$ cat config.mk
export PLATFORM = sky130hd
export DESIGN_NAME = imm_extend_pipe
export DESIGN_NICKNAME = d
export VERILOG_FILES = /design/src/rtl/imm_extend_pipe_pkg.sv /design/src/rtl/imm_extend_pipe_ext_core.sv /design/src/rtl/imm_extend_pipe.sv
export SDC_FILE = /design/constraint.sdc
export NUM_CORES = 1
export LEC_CHECK = 0
export ABC_AREA = 1
export CAP_MARGIN = 20
export CORE_MARGIN = 4
export CORE_UTILIZATION = 45
export CTS_CLUSTER_DIAMETER = 50
export DETAILED_ROUTE_END_ITERATION = 7
export GPL_TIMING_DRIVEN = 0
export PLACE_DENSITY_LB_ADDON = 0.2
export SLEW_MARGIN = 20
export SYNTH_ARGS = -nofsm -noshare
export SYNTH_HDL_FRONTEND = slang
export SYNTH_HIERARCHICAL = 1
export SYNTH_SLANG_ARGS = --single-unit
$ cat constraint.sdc
create_clock -name clk -period 1.6 [get_ports clk]
set_input_delay 0.4 -clock clk [delete_from_list [all_inputs] [get_ports clk]]
set_output_delay 0.4 -clock clk [all_outputs]
set_load 0.01 [all_outputs]
$ cat src/rtl/imm_extend_pipe_pkg.sv
// Shared definitions for the immediate-extension stage.
//   imm_mode_e : 2-bit extension mode codes used by decode and the ext core.
package imm_extend_pipe_pkg;

  typedef enum logic [1:0] {
    IMM_SEXT     = 2'b00,
    IMM_ZEXT     = 2'b01,
    IMM_SEXT_SHL = 2'b10,
    IMM_UPPER    = 2'b11
  } imm_mode_e;

endpackage

$ cat src/rtl/imm_extend_pipe_ext_core.sv
// Combinational immediate extender, reusable outside the pipe stage.
//   imm_in [IN_W]  raw immediate field
//   mode   [2]     extension mode (imm_mode_e codes)
//   value  [OUT_W] extended immediate
//   ovf            significant bits shifted out in IMM_SEXT_SHL, else 0
module imm_ext_core
  import imm_extend_pipe_pkg::*;
#(
  parameter int IN_W  = 4,
  parameter int OUT_W = 16,
  parameter int SHIFT = 1
) (
  input  logic [IN_W-1:0]  imm_in,
  input  logic [1:0]       mode,
  output logic [OUT_W-1:0] value,
  output logic             ovf
);

  logic signed [IN_W-1:0]  imm_s;
  logic signed [OUT_W-1:0] sext;
  logic signed [OUT_W-1:0] shl;
  logic        [OUT_W-1:0] zext;
  logic        [OUT_W-1:0] upper;
  logic                    shl_ovf;

  assign imm_s = imm_in;
  assign sext  = OUT_W'(imm_s);
  assign zext  = OUT_W'(imm_in);
  assign upper = zext << (OUT_W - IN_W);
  assign shl   = sext << SHIFT;
  // Bits were lost iff shifting back arithmetically does not recover the
  // sign-extended value, i.e. the top SHIFT+1 bits of sext differ.
  assign shl_ovf = ((shl >>> SHIFT) != sext);

  always_comb begin
    value = '0;
    ovf   = 1'b0;
    case (mode)
      IMM_SEXT:     value = sext;
      IMM_ZEXT:     value = zext;
      IMM_SEXT_SHL: begin
        value = shl;
        ovf   = shl_ovf;
      end
      IMM_UPPER:    value = upper;
      default:      value = '0;
    endcase
  end

endmodule

$ cat src/rtl/imm_extend_pipe.sv
// Registered immediate-extension stage with a 2-entry valid/ready buffer.
// Extension happens at push time; the buffer stores {value, tag, ovf}.
//   clk, rst_n            clock, async active-low reset
//   flush                 synchronous clear of all buffered entries
//   in_valid/in_ready     input handshake (in_ready from registered count)
//   imm_in, mode, tag_in  input payload
//   out_valid/out_ready   output handshake
//   imm_out, tag_out, ovf head entry payload, zero when empty
module imm_extend_pipe
  import imm_extend_pipe_pkg::*;
#(
  parameter int IN_W  = 4,
  parameter int OUT_W = 16,
  parameter int SHIFT = 1,
  parameter int TAG_W = 4
) (
  input  logic             clk,
  input  logic             rst_n,
  input  logic             flush,
  input  logic             in_valid,
  output logic             in_ready,
  input  logic [IN_W-1:0]  imm_in,
  input  logic [1:0]       mode,
  input  logic [TAG_W-1:0] tag_in,
  output logic             out_valid,
  input  logic             out_ready,
  output logic [OUT_W-1:0] imm_out,
  output logic [TAG_W-1:0] tag_out,
  output logic             ovf
);

  logic [OUT_W-1:0] ext_value;
  logic             ext_ovf;

  logic [OUT_W-1:0] val_q [2];
  logic [TAG_W-1:0] tag_q [2];
  logic [1:0]       ovf_q;
  logic             wr_ptr;
  logic             rd_ptr;
  logic [1:0]       count;
  logic             push;
  logic             pop;

  imm_ext_core #(
    .IN_W  (IN_W),
    .OUT_W (OUT_W),
    .SHIFT (SHIFT)
  ) u_core (
    .imm_in (imm_in),
    .mode   (mode),
    .value  (ext_value),
    .ovf    (ext_ovf)
  );

  assign in_ready  = (count != 2'd2);
  assign out_valid = (count != 2'd0);
  assign push      = in_valid & in_ready;
  assign pop       = out_valid & out_ready;

  always_ff @(posedge clk or negedge rst_n) begin
    if (!rst_n) begin
      val_q[0] <= '0;
      val_q[1] <= '0;
      tag_q[0] <= '0;
      tag_q[1] <= '0;
      ovf_q    <= '0;
      wr_ptr   <= 1'b0;
      rd_ptr   <= 1'b0;
      count    <= 2'd0;
    end else if (flush) begin
      val_q[0] <= '0;
      val_q[1] <= '0;
      tag_q[0] <= '0;
      tag_q[1] <= '0;
      ovf_q    <= '0;
      wr_ptr   <= 1'b0;
      rd_ptr   <= 1'b0;
      count    <= 2'd0;
    end else begin
      if (push) begin
        val_q[wr_ptr] <= ext_value;
        tag_q[wr_ptr] <= tag_in;
        ovf_q[wr_ptr] <= ext_ovf;
        wr_ptr        <= ~wr_ptr;
      end
      if (pop) begin
        rd_ptr <= ~rd_ptr;
      end
      case ({push, pop})
        2'b10:   count <= count + 2'd1;
        2'b01:   count <= count - 2'd1;
        default: count <= count;
      endcase
    end
  end

  // Stale slot contents are masked so an empty stage presents all zeros.
  assign imm_out = out_valid ? val_q[rd_ptr] : '0;
  assign tag_out = out_valid ? tag_q[rd_ptr] : '0;
  assign ovf     = out_valid ? ovf_q[rd_ptr] : 1'b0;

endmodule

==> results.json <==
{
  "reg2reg_to": "val_q[5]",
  "ant_nets": 0,
  "track_usage": 0.2013,
  "area_growth_pct": 32.65,
  "gp_congestion": 0.7837,
  "yosysTopAreaCell": "dfrtp_1",
  "ys_ff_latch": 46,
  "die_area_sq_um": 6355,
  "placed_cells": 380,
  "failed_checks": "setup timing",
  "dpl-instance-area_sq_um": 2774,
  "ctsHoldBuffers": 0,
  "diodes": 0,
  "worstSetupStartpointType": "flip-flop",
  "grt_setup_unrepaired": "true",
  "core_sq_um": 4848,
  "via_per_inst": 5.163,
  "synth_nets": 291,
  "drt_iter0_markers": 132,
  "crit_type": "flip-flop to output port",
  "fin_nets": 347,
  "power.switching_uw": 1070,
  "antenna_found_initial": 0,
  "powerDensity_nw_per_um2": 1017,
  "peakVddDrop_mv": 0.5988,
  "h-tree-depth": 2,
  "fin_crit_sh": 1.076,
  "crit_path_max_fanout": 6,
  "path_clk_slew_ps": 80,
  "finalClockSkew_ps": 4.813,
  "hpwlAfterDp_microns": 3747,
  "maxSlewViolCount": 0,
  "power.leakage_uw": 0.001447,
  "fin_area_sq_um": 3070,
  "synth_most_common_cell": "inv_1",
  "cp.required_ps": 1200,
  "synth-edff-count": 0,
  "die_w_microns": 79.72,
  "place_ws_ps": -634.9,
  "drive_gt1_frac": 0.3464,
  "worstPathArrival_ps": 1320,
  "p_comb_frac": 0.367,
  "synth_area_sq_um": 2315,
  "swShare": 0.3428,
  "synth-main-ff-cell": "dfrtp_1",
  "min_path_type": "primary input to asynchronous set/reset pin",
  "grt_util_met2": 0.3205,
  "grt_pass1_vias": 2002,
  "r2r_slack_ps": 120,
  "grt_pass1_wl_microns": 9770,
  "netlist_instances": 276,
  "syn_avg_cell_area_sq_um": 8.387,
  "vias": 2060,
  "r2r_cells": 8,
  "finalSetupTns_ps": -2283,
  "overflow": 0,
  "io_pins": 38,
  "insertion_delay_ps": 300,
  "synth_area_leaders": "dfrtp_1, o22ai_1, inv_1",
  "clock-sinks": 46,
  "cts_tree": "yes",
  "power_frac_seq": 0.415,
  "synth.top_cell.area_share": 0.4973,
  "max_freq_mhz": 581.1,
  "max-cap-violations": 0,
  "status": "complete, but fails checks",
  "drc": 0,
  "instances_no_fill": 399,
  "initial_core_util": 0.4774,
  "cp-end-kind": "output port",
  "first_pass_iters": 4,
  "timing.final.ws_setup_ps": -120.8,
  "clkPwrFrac": 0.218,
  "yosys.cell_types.count": 19,
  "portBuffers": 36,
  "ys_seq_area_frac": 0.4973,
  "grt_max_degree": 30,
  "async_reset_ff_frac": 1.000,
  "finalHoldViolCount": 0,
  "fin_crit_ps": 1721,
  "cts_buffers": 5,
  "grt_busiest_layer": "met2",
  "yosys-top-cells-count": "inv_1, dfrtp_1, o22ai_1, a21oi_1, o21ai_0",
  "grt_use_met3": 0.03612,
  "use_met1": 0.2777,
  "power.internal_uw": 2052,
  "clockBufferDepth": 2,
  "fp.dieH_microns": 79.72,
  "num_rows": 25,
  "synth_warnings": 6,
  "cts-root-buf": "clkbuf_8",
  "regToRegStartpoint": "count[0]",
  "wl_per_cell_microns": 14.94,
  "finalSetupViolCount": 23,
  "drt_wl_total_microns": 5960
}
## registers in the layout, summed over array words and instances (netlist names)
signal  count
val_q      32
tag_q       8
count       2
ovf_q       2
rd_ptr      1
wr_ptr      1
## per-layer routing
layer | up-vias | share of wire | wire, microns
met1 | 988 | 0.46 | 2722
met2 | 64 | 0.47 | 2809
li1 | 1001 | - | -
met3 | 7 | 0.060 | 359
met4 | 0 | 0.011 | 68
met5 | - | 0 | 0
## layout by cell type (no fill, tap or decap)
master	netlist	routed
buf_12	0	1
o22ai_1	42	42
nand3_1	11	11
dfrtp_2	0	3
buf_4	12	22
buf_2	6	26
inv_1	69	68
inv_4	0	2
inv_2	4	3
o21ai_0	22	1
nand2_8	0	1
a21oi_2	0	15
nor2_1	5	5
nand4_1	2	2
nand2_1	20	19
buf_8	0	3
clkbuf_1	5	2
conb_1	1	1
o21ai_1	0	2
o21ai_4	2	3
clkdlybuf4s50_1	0	12
nand2_4	3	3
a21boi_0	1	1
dfrtp_1	46	43
clkbuf_8	0	8
buf_6	1	5
o21ai_2	0	18
nand4_2	1	1
a21oi_1	23	8
clkbuf_4	0	1
## worst max-delay path by stage
stage | from | to | slack [ps] | cells past startpoint
after floorplan | count[1] | imm_out[0] | 110 | 5
after global placement | rst_n | val_q[6] | -1200 | 1
after detailed placement | rd_ptr | imm_out[2] | -630 | 5
after CTS | count[1] | imm_out[2] | -130 | 6
after global routing | count[0] | ovf | -180 | 6
final | count[0] | tag_out[3] | -120 | 6
## power groups by stage
stage	logic (uW)	registers [uW]	clock network (uW)
3_3_place_gp	827	1300	0
3_5_place_dp	836	1310	0
4_1_cts	962	1290	688
5_1_grt	1240	1310	738
2_1_floorplan	466	1300	0
6_report	1140	1300	680
## layout make-up
type | instances | area (sq um)
flip-flops and latches | 46 | 1155
multi-input cells | 133 | 890.9
fillers | 414 | 1778
plain buffers | 23 | 200.2
clock buffers | 7 | 76.32
repair buffers | 50 | 385.4
inverters | 73 | 279.0
well taps | 67 | 83.83
## cell families (layout without fill, tap and decap cells)
kind of cell | count (synthesis) | count (layout) | share of synthesized area
flops | 46 | 46 | 0.4973
simple gates | 42 | 42 | 0.08973
compound gates | 90 | 90 | 0.2281
buf+inv | 97 | 153 | 0.1832
other cells | 1 | 1 | 0.001620
## critical path, stage by stage (launching register included)
cell,delay (ps)
dfrtp_2,400
inv_4,60
nand2_8,110
buf_8,140
o21ai_1,60
a21oi_1,110
buf_2,150
## repair_timing
action                     in CTS  in global routing
pin swaps                       1                  1
buffers inserted                7                  4
setup endpoints to repair      23                 22
gates cloned                    2                  0
gates resized for setup       139                 43
## per-stage QoR
stage	util	hold slack, ps	total power (uW)
CTS	0.6003	40.94	2938
global route	0.6333	52.46	3278
detailed placement	0.5721	367.6	2141
floorplan	-	104.4	1761
finish	0.6333	33.02	3121
global placement	0.5690	502.8	2130
Power figures use the tool's default switching activity.
==> variant 1 (same settings) <==
Add an input register stage for `mode`, without a reset; this delays it by one clock. The other inputs are not delayed to match.
--- a/src/rtl/imm_extend_pipe.sv
+++ b/src/rtl/imm_extend_pipe.sv
@@ -29,6 +29,12 @@
   output logic             ovf
 );
 
+  logic [1:0] mode_q;
+
+  always_ff @(posedge clk) begin
+    mode_q <= mode;
+  end
+
   logic [OUT_W-1:0] ext_value;
   logic             ext_ovf;
 
@@ -47,7 +53,7 @@
     .SHIFT (SHIFT)
   ) u_core (
     .imm_in (imm_in),
-    .mode   (mode),
+    .mode   (mode_q),
     .value  (ext_value),
     .ovf    (ext_ovf)
   );
Behaviour: not the same (Yosys sat finds a counterexample within 4 cycles, from zero or initial values and one cycle with rst_n low).
==> variant 1 against the unedited design <==
- the flow finishes with violations (hold timing, setup timing)
- power increased by 11%
- register-to-register slack got worse by 20 ps
- combinational power increased by 20%
- design area increased by 7.8%
- fmax decreased by 4.4%
- sequential cell count increased by 2
- worst setup slack got worse by 79 ps
- count of clock-buffer cells in the layout decreased by 1
- clock skew decreased by 0.65 ps
- clock power increased by 7.4%
- sequential share of layout area decreased by 1.5 points
- routed wire length increased by 10%
- sequential power increased by 5%
- area after synthesis increased by 2.4%
- critical endpoint is now imm_out[14]
==> variant 1: results (changes against the unedited design) <==
status: "complete, but fails checks"
violations: "hold timing, setup timing"
ys_types: 23  # +4
drt_iter0_drc: 141  # +6.8%
clock_skew_ps: 4.16  # -0.648 ps
synthArstFlopShare_pct: 95.8  # -4.2 points
peakVddDrop_uv: 558  # -6.8%
reg_top3: "val_q x32, tag_q x8"
gp_congestion: 0.886  # +13%
htreeDepth: 2  # unchanged
hold_violations: 4  # +4
slowest_delay_ps: 440  # +40 ps
io_buffer_count: 37  # +2.8%
clock_path_buffers: 2  # unchanged
seq_area_frac_synth_pct: 50.2  # +0.51 points
ys_top_cells_by_count: "inv_1 (68), dfrtp_1 (46), o22ai_1 (40)"
grt_pass1_vias: 2141  # +6.9%
rr_startpoint: "count[0]"
grt_pass1_wl_mm: 10.7  # +9.0%
totalWireLength_mm: 6.58  # +10%
path_delay_family: "buffers and inverters"
regMostFlops: "val_q"
syn-num-nets: 293  # +0.69%
startpoint: "rd_ptr"
crit_fanout: 5  # -1
numCtsBuffers: 5  # unchanged
rrSetupSlack_ps: 100  # -20 ps
dp.final_hpwl_mm: 3.77  # +0.52%
yosys_warnings: 6  # unchanged
rr_endpoint: "ovf_q[0]"
setup.worst_path.end: "imm_out[14]"
grt_max_degree: 33  # +10%
nets: 356  # +2.6%
antenna_found_initial: 0  # unchanged
clk_pin_slew_ps: 80  # about the same
ctsRootBufferMaster: "clkbuf_8"
worst_hold_slack_ps: -0.692  # -33.7 ps
hold_path_class: "in2async"
drive_gt1_share_pct: 36.5  # +1.9 points
synth_ff_type: "dfrtp_1"
insertion_delay_ps: 300  # about the same
synth_compound_area_share_pct: 22.5  # -0.28 points
drtPass1Iterations: 4  # unchanged
vias: 2129  # +3.3%
setup_viol: 22  # -4.3%
worst_slack_ps: -200  # -78.8 ps
muxShareOfSynthArea_pct: 0  # unchanged
grt_use_total_pct: 21.6  # +1.5 points
synth_fa_ha_area_share_pct: 0  # unchanged
p_leak_nw: 1.54  # +6.6%
synth_area_leaders: "dfrtp_1 (49%), inv_1 (11%), o22ai_1 (11%)"
n_antenna_cell: 0  # unchanged
tns_ps: -3350  # -1070 ps
crit_arrival_ps: 1400  # +80 ps
## variant 1: through the flow
stage | power, mW | instance area (sq um) | hold WS (ps) | setup slack (ps) | instances
after CTS | 3.44 | 3240 | 0.812 | -210 | 411
final | 3.46 | 3310 | -0.692 | -200 | 412
after global routing | 3.64 | 3310 | 7.66 | -231 | 412
after detailed placement | 2.21 | 2840 | 334 | -665 | 386
after global placement | 2.20 | 2830 | 496 | -1170 | 385
after floorplan | 1.84 | 2370 | 104 | 134 | 278
## variant 1: routing by layer
metal | share of wire, % | wire (microns) | track usage, %
met3 | 4.7 | 309 | 4.26
met5 | 0 | 0 | 0
met1 | 45 | 2950 | 28.2
met4 | 1.2 | 82 | 7.26
met2 | 49 | 3240 | 35.8
## variant 1: what timing repair did
action / in CTS / in global routing
gates cloned: 5 / 0
pin swaps: 15 / 6
setup endpoints to repair: 23 / 39
gates resized for setup: 158 / 27
buffers inserted: 13 / 4
hold endpoints to repair: 0 / 0
## variant 1: report_power, final
group	internal, mW	switching, mW	total (mW)	leakage [nW]
Combinational	0.642	0.727	1.37	0.847
Clock	0.345	0.385	0.730	0.0510
Sequential	1.29	0.0655	1.36	0.643
Total	2.28	1.18	3.46	1.54
## variant 1: cell type report
| type | instances | area, sq um |
|---|---|---|
| repair buffers | 57 | 469 |
| flip-flops and latches | 48 | 1190 |
| plain buffers | 23 | 255 |
| clock buffers | 6 | 82.6 |
| inverters | 73 | 280 |
| multi-input cells | 133 | 931 |
| clock inverters | 2 | 10.0 |
| fillers | 431 | 1800 |
| well taps | 70 | 87.6 |
## variant 1: cells by family after synthesis
kind of cell,count (synthesis)
AO/OA/AOI/OAI,90
AND/OR/NAND/NOR,42
flip-flops,48
buffers and inverters,97
other,1
==> variant 2 (same flow settings) <==
Without the edit above. Set the parameter `TAG_W` to 6 (it was 4).
--- a/src/rtl/imm_extend_pipe.sv
+++ b/src/rtl/imm_extend_pipe.sv
@@ -12,7 +12,7 @@
   parameter int IN_W  = 4,
   parameter int OUT_W = 16,
   parameter int SHIFT = 1,
-  parameter int TAG_W = 4
+  parameter int TAG_W = 6
 ) (
   input  logic             clk,
   input  logic             rst_n,
Interface: changed (resized tag_in and tag_out); port bits go from 38 to 42. No check against the original RTL was run, so the function may have changed too.
==> variant 2 against the unedited design <==
- the run still ends with setup timing left
- routed wire length rose by 16%
- area after synthesis rose by 17%
- power rose by 16%
- design area rose by 14%
- first-iteration DRC count rose by 30%
- largest power group unchanged
- worst setup slack got worse by 49 ps
- critical path depth did not move
- sequential cell count rose by 4
==> variant 2: results (changes against the unedited design) <==
ys_top_cells_by_count: "inv_1 (75), dfrtp_1 (50), o22ai_2 (25)"
nets: 368  # +6.1%
violations: "setup timing"
insertion_delay_ps: 320  # +20 ps
reg_top3: "val_q x32, tag_q x12"
clock_skew_ps: 8.53  # +3.72 ps
crit_arrival_ps: 1370  # +50 ps
worst_slack_ps: -170  # -49.4 ps
totalWireLength_mm: 6.90  # +16%
clk_pin_slew_ps: 110  # +30 ps
viasPerCell: 5.25  # +1.8%
grt_pass1_wl_mm: 11.8  # +21%
dp.final_hpwl_mm: 4.35  # +16%
drive_gt1_share_pct: 38.6  # +4.0 points
grt_max_degree: 51  # +70%
place_ws_ps: -657  # -22.2 ps
drt_iter0_drc: 171  # +30%
rrSetupSlack_ps: 180  # +60 ps
post-place-cells: 406  # +6.8%
peakVddDrop_uv: 475  # -21%
syn-num-nets: 311  # +6.9%
setup_viol: 23  # unchanged
grt_pass1_vias: 2309  # +15%
drtPass1Iterations: 5  # +1
status: "complete, but fails checks"
final_cells: 424  # +6.3%
crit_fanout: 5  # -1
synth_area_leaders: "dfrtp_1 (46%), o22ai_2 (12%), inv_1 (10%)"
ys_types: 23  # +4
[variant 2: cell types whose count changed after synthesis, moves of 3 or more]
| cell | unedited run | this run |
|---|---|---|
| o22ai_2 | 0 | 25 |
| buf_2 | 6 | 1 |
| buf_6 | 1 | 9 |
| inv_1 | 69 | 75 |
| dfrtp_1 | 46 | 50 |
| buf_4 | 12 | 9 |
| o22ai_1 | 42 | 21 |
[variant 2: layer usage]
layer	wire length, microns	vias to the layer above	track usage [%]	part of all wire (%)
met2	3330	44	31.1	48
met1	3190	1105	28.3	46
met3	282	11	4.13	4.1
met4	100	0	6.19	1.4
li1	-	1068	-	-
met5	0	-	0	0
[variant 2: worst max-delay path, stage by stage, from the launching register on]
cell	delay (ps)
dfrtp_1	410
inv_4	80
nand2_8	100
buf_6	130
o21ai_1	70
a21oi_1	130
buf_2	150
[variant 2: path summary, 6_finish.rpt]
| kind | from | cells past startpoint | to |
|---|---|---|---|
| worst max register to register | count[0] | 7 | val_q[21] |
| worst max-delay path | count[0] | 6 | tag_out[0] |
| min in group clk | mode[1] | 4 | val_q[16] |
| worst min-delay path | rst_n | 1 | val_q[16] |
| max in group asynchronous | rst_n | 1 | count[1] |
| worst min register to register | ovf_q[1] | 2 | ovf_q[1] |
[variant 2: cell families (layout without fill, tap and decap cells)]
group,Yosys count,in the layout,share of synthesized area [%]
flops,50,50,46.3
compound gates,98,98,27.3
other cells,1,1,0.139
buf+inv,103,160,18.1
simple gates,42,43,8.23
[variant 2: cell type report]
class	instances	share of cell area, %
flip-flops and latches	50	35.7
multi-input cells	142	31.8
repair buffers	49	10.6
inverters	79	8.63
plain buffers	24	7.52
well taps	72	2.57
clock buffers	5	1.96
clock inverters	3	1.14
[variant 2: through the flow]
step / setup TNS [ps] / hold WS, ps / utilization [%] / instance area, sq um
after floorplan: 0 / 104 / - / 2710
after global placement: -98120 / 496 / 56.3 / 3200
after detailed placement: -27820 / 476 / 56.3 / 3190
after CTS: -3150 / 134 / 59.8 / 3400
after global routing: -4920 / 153 / 61.8 / 3510
final: -3180 / 96.4 / 61.8 / 3510
[variant 2: power breakdown]
part / internal, mW / switching [mW] / total [mW]
registers: 1.35 / 0.0582 / 1.41
logic: 0.558 / 0.736 / 1.29
clock network: 0.462 / 0.466 / 0.928
[variant 2: repair_timing]
item | in CTS | in global routing
gates resized for setup | 162 | 26
cloned | 3 | 0
setup endpoints to repair | 40 | 25
pin swaps | 1 | 2
buffers inserted | 5 | 3
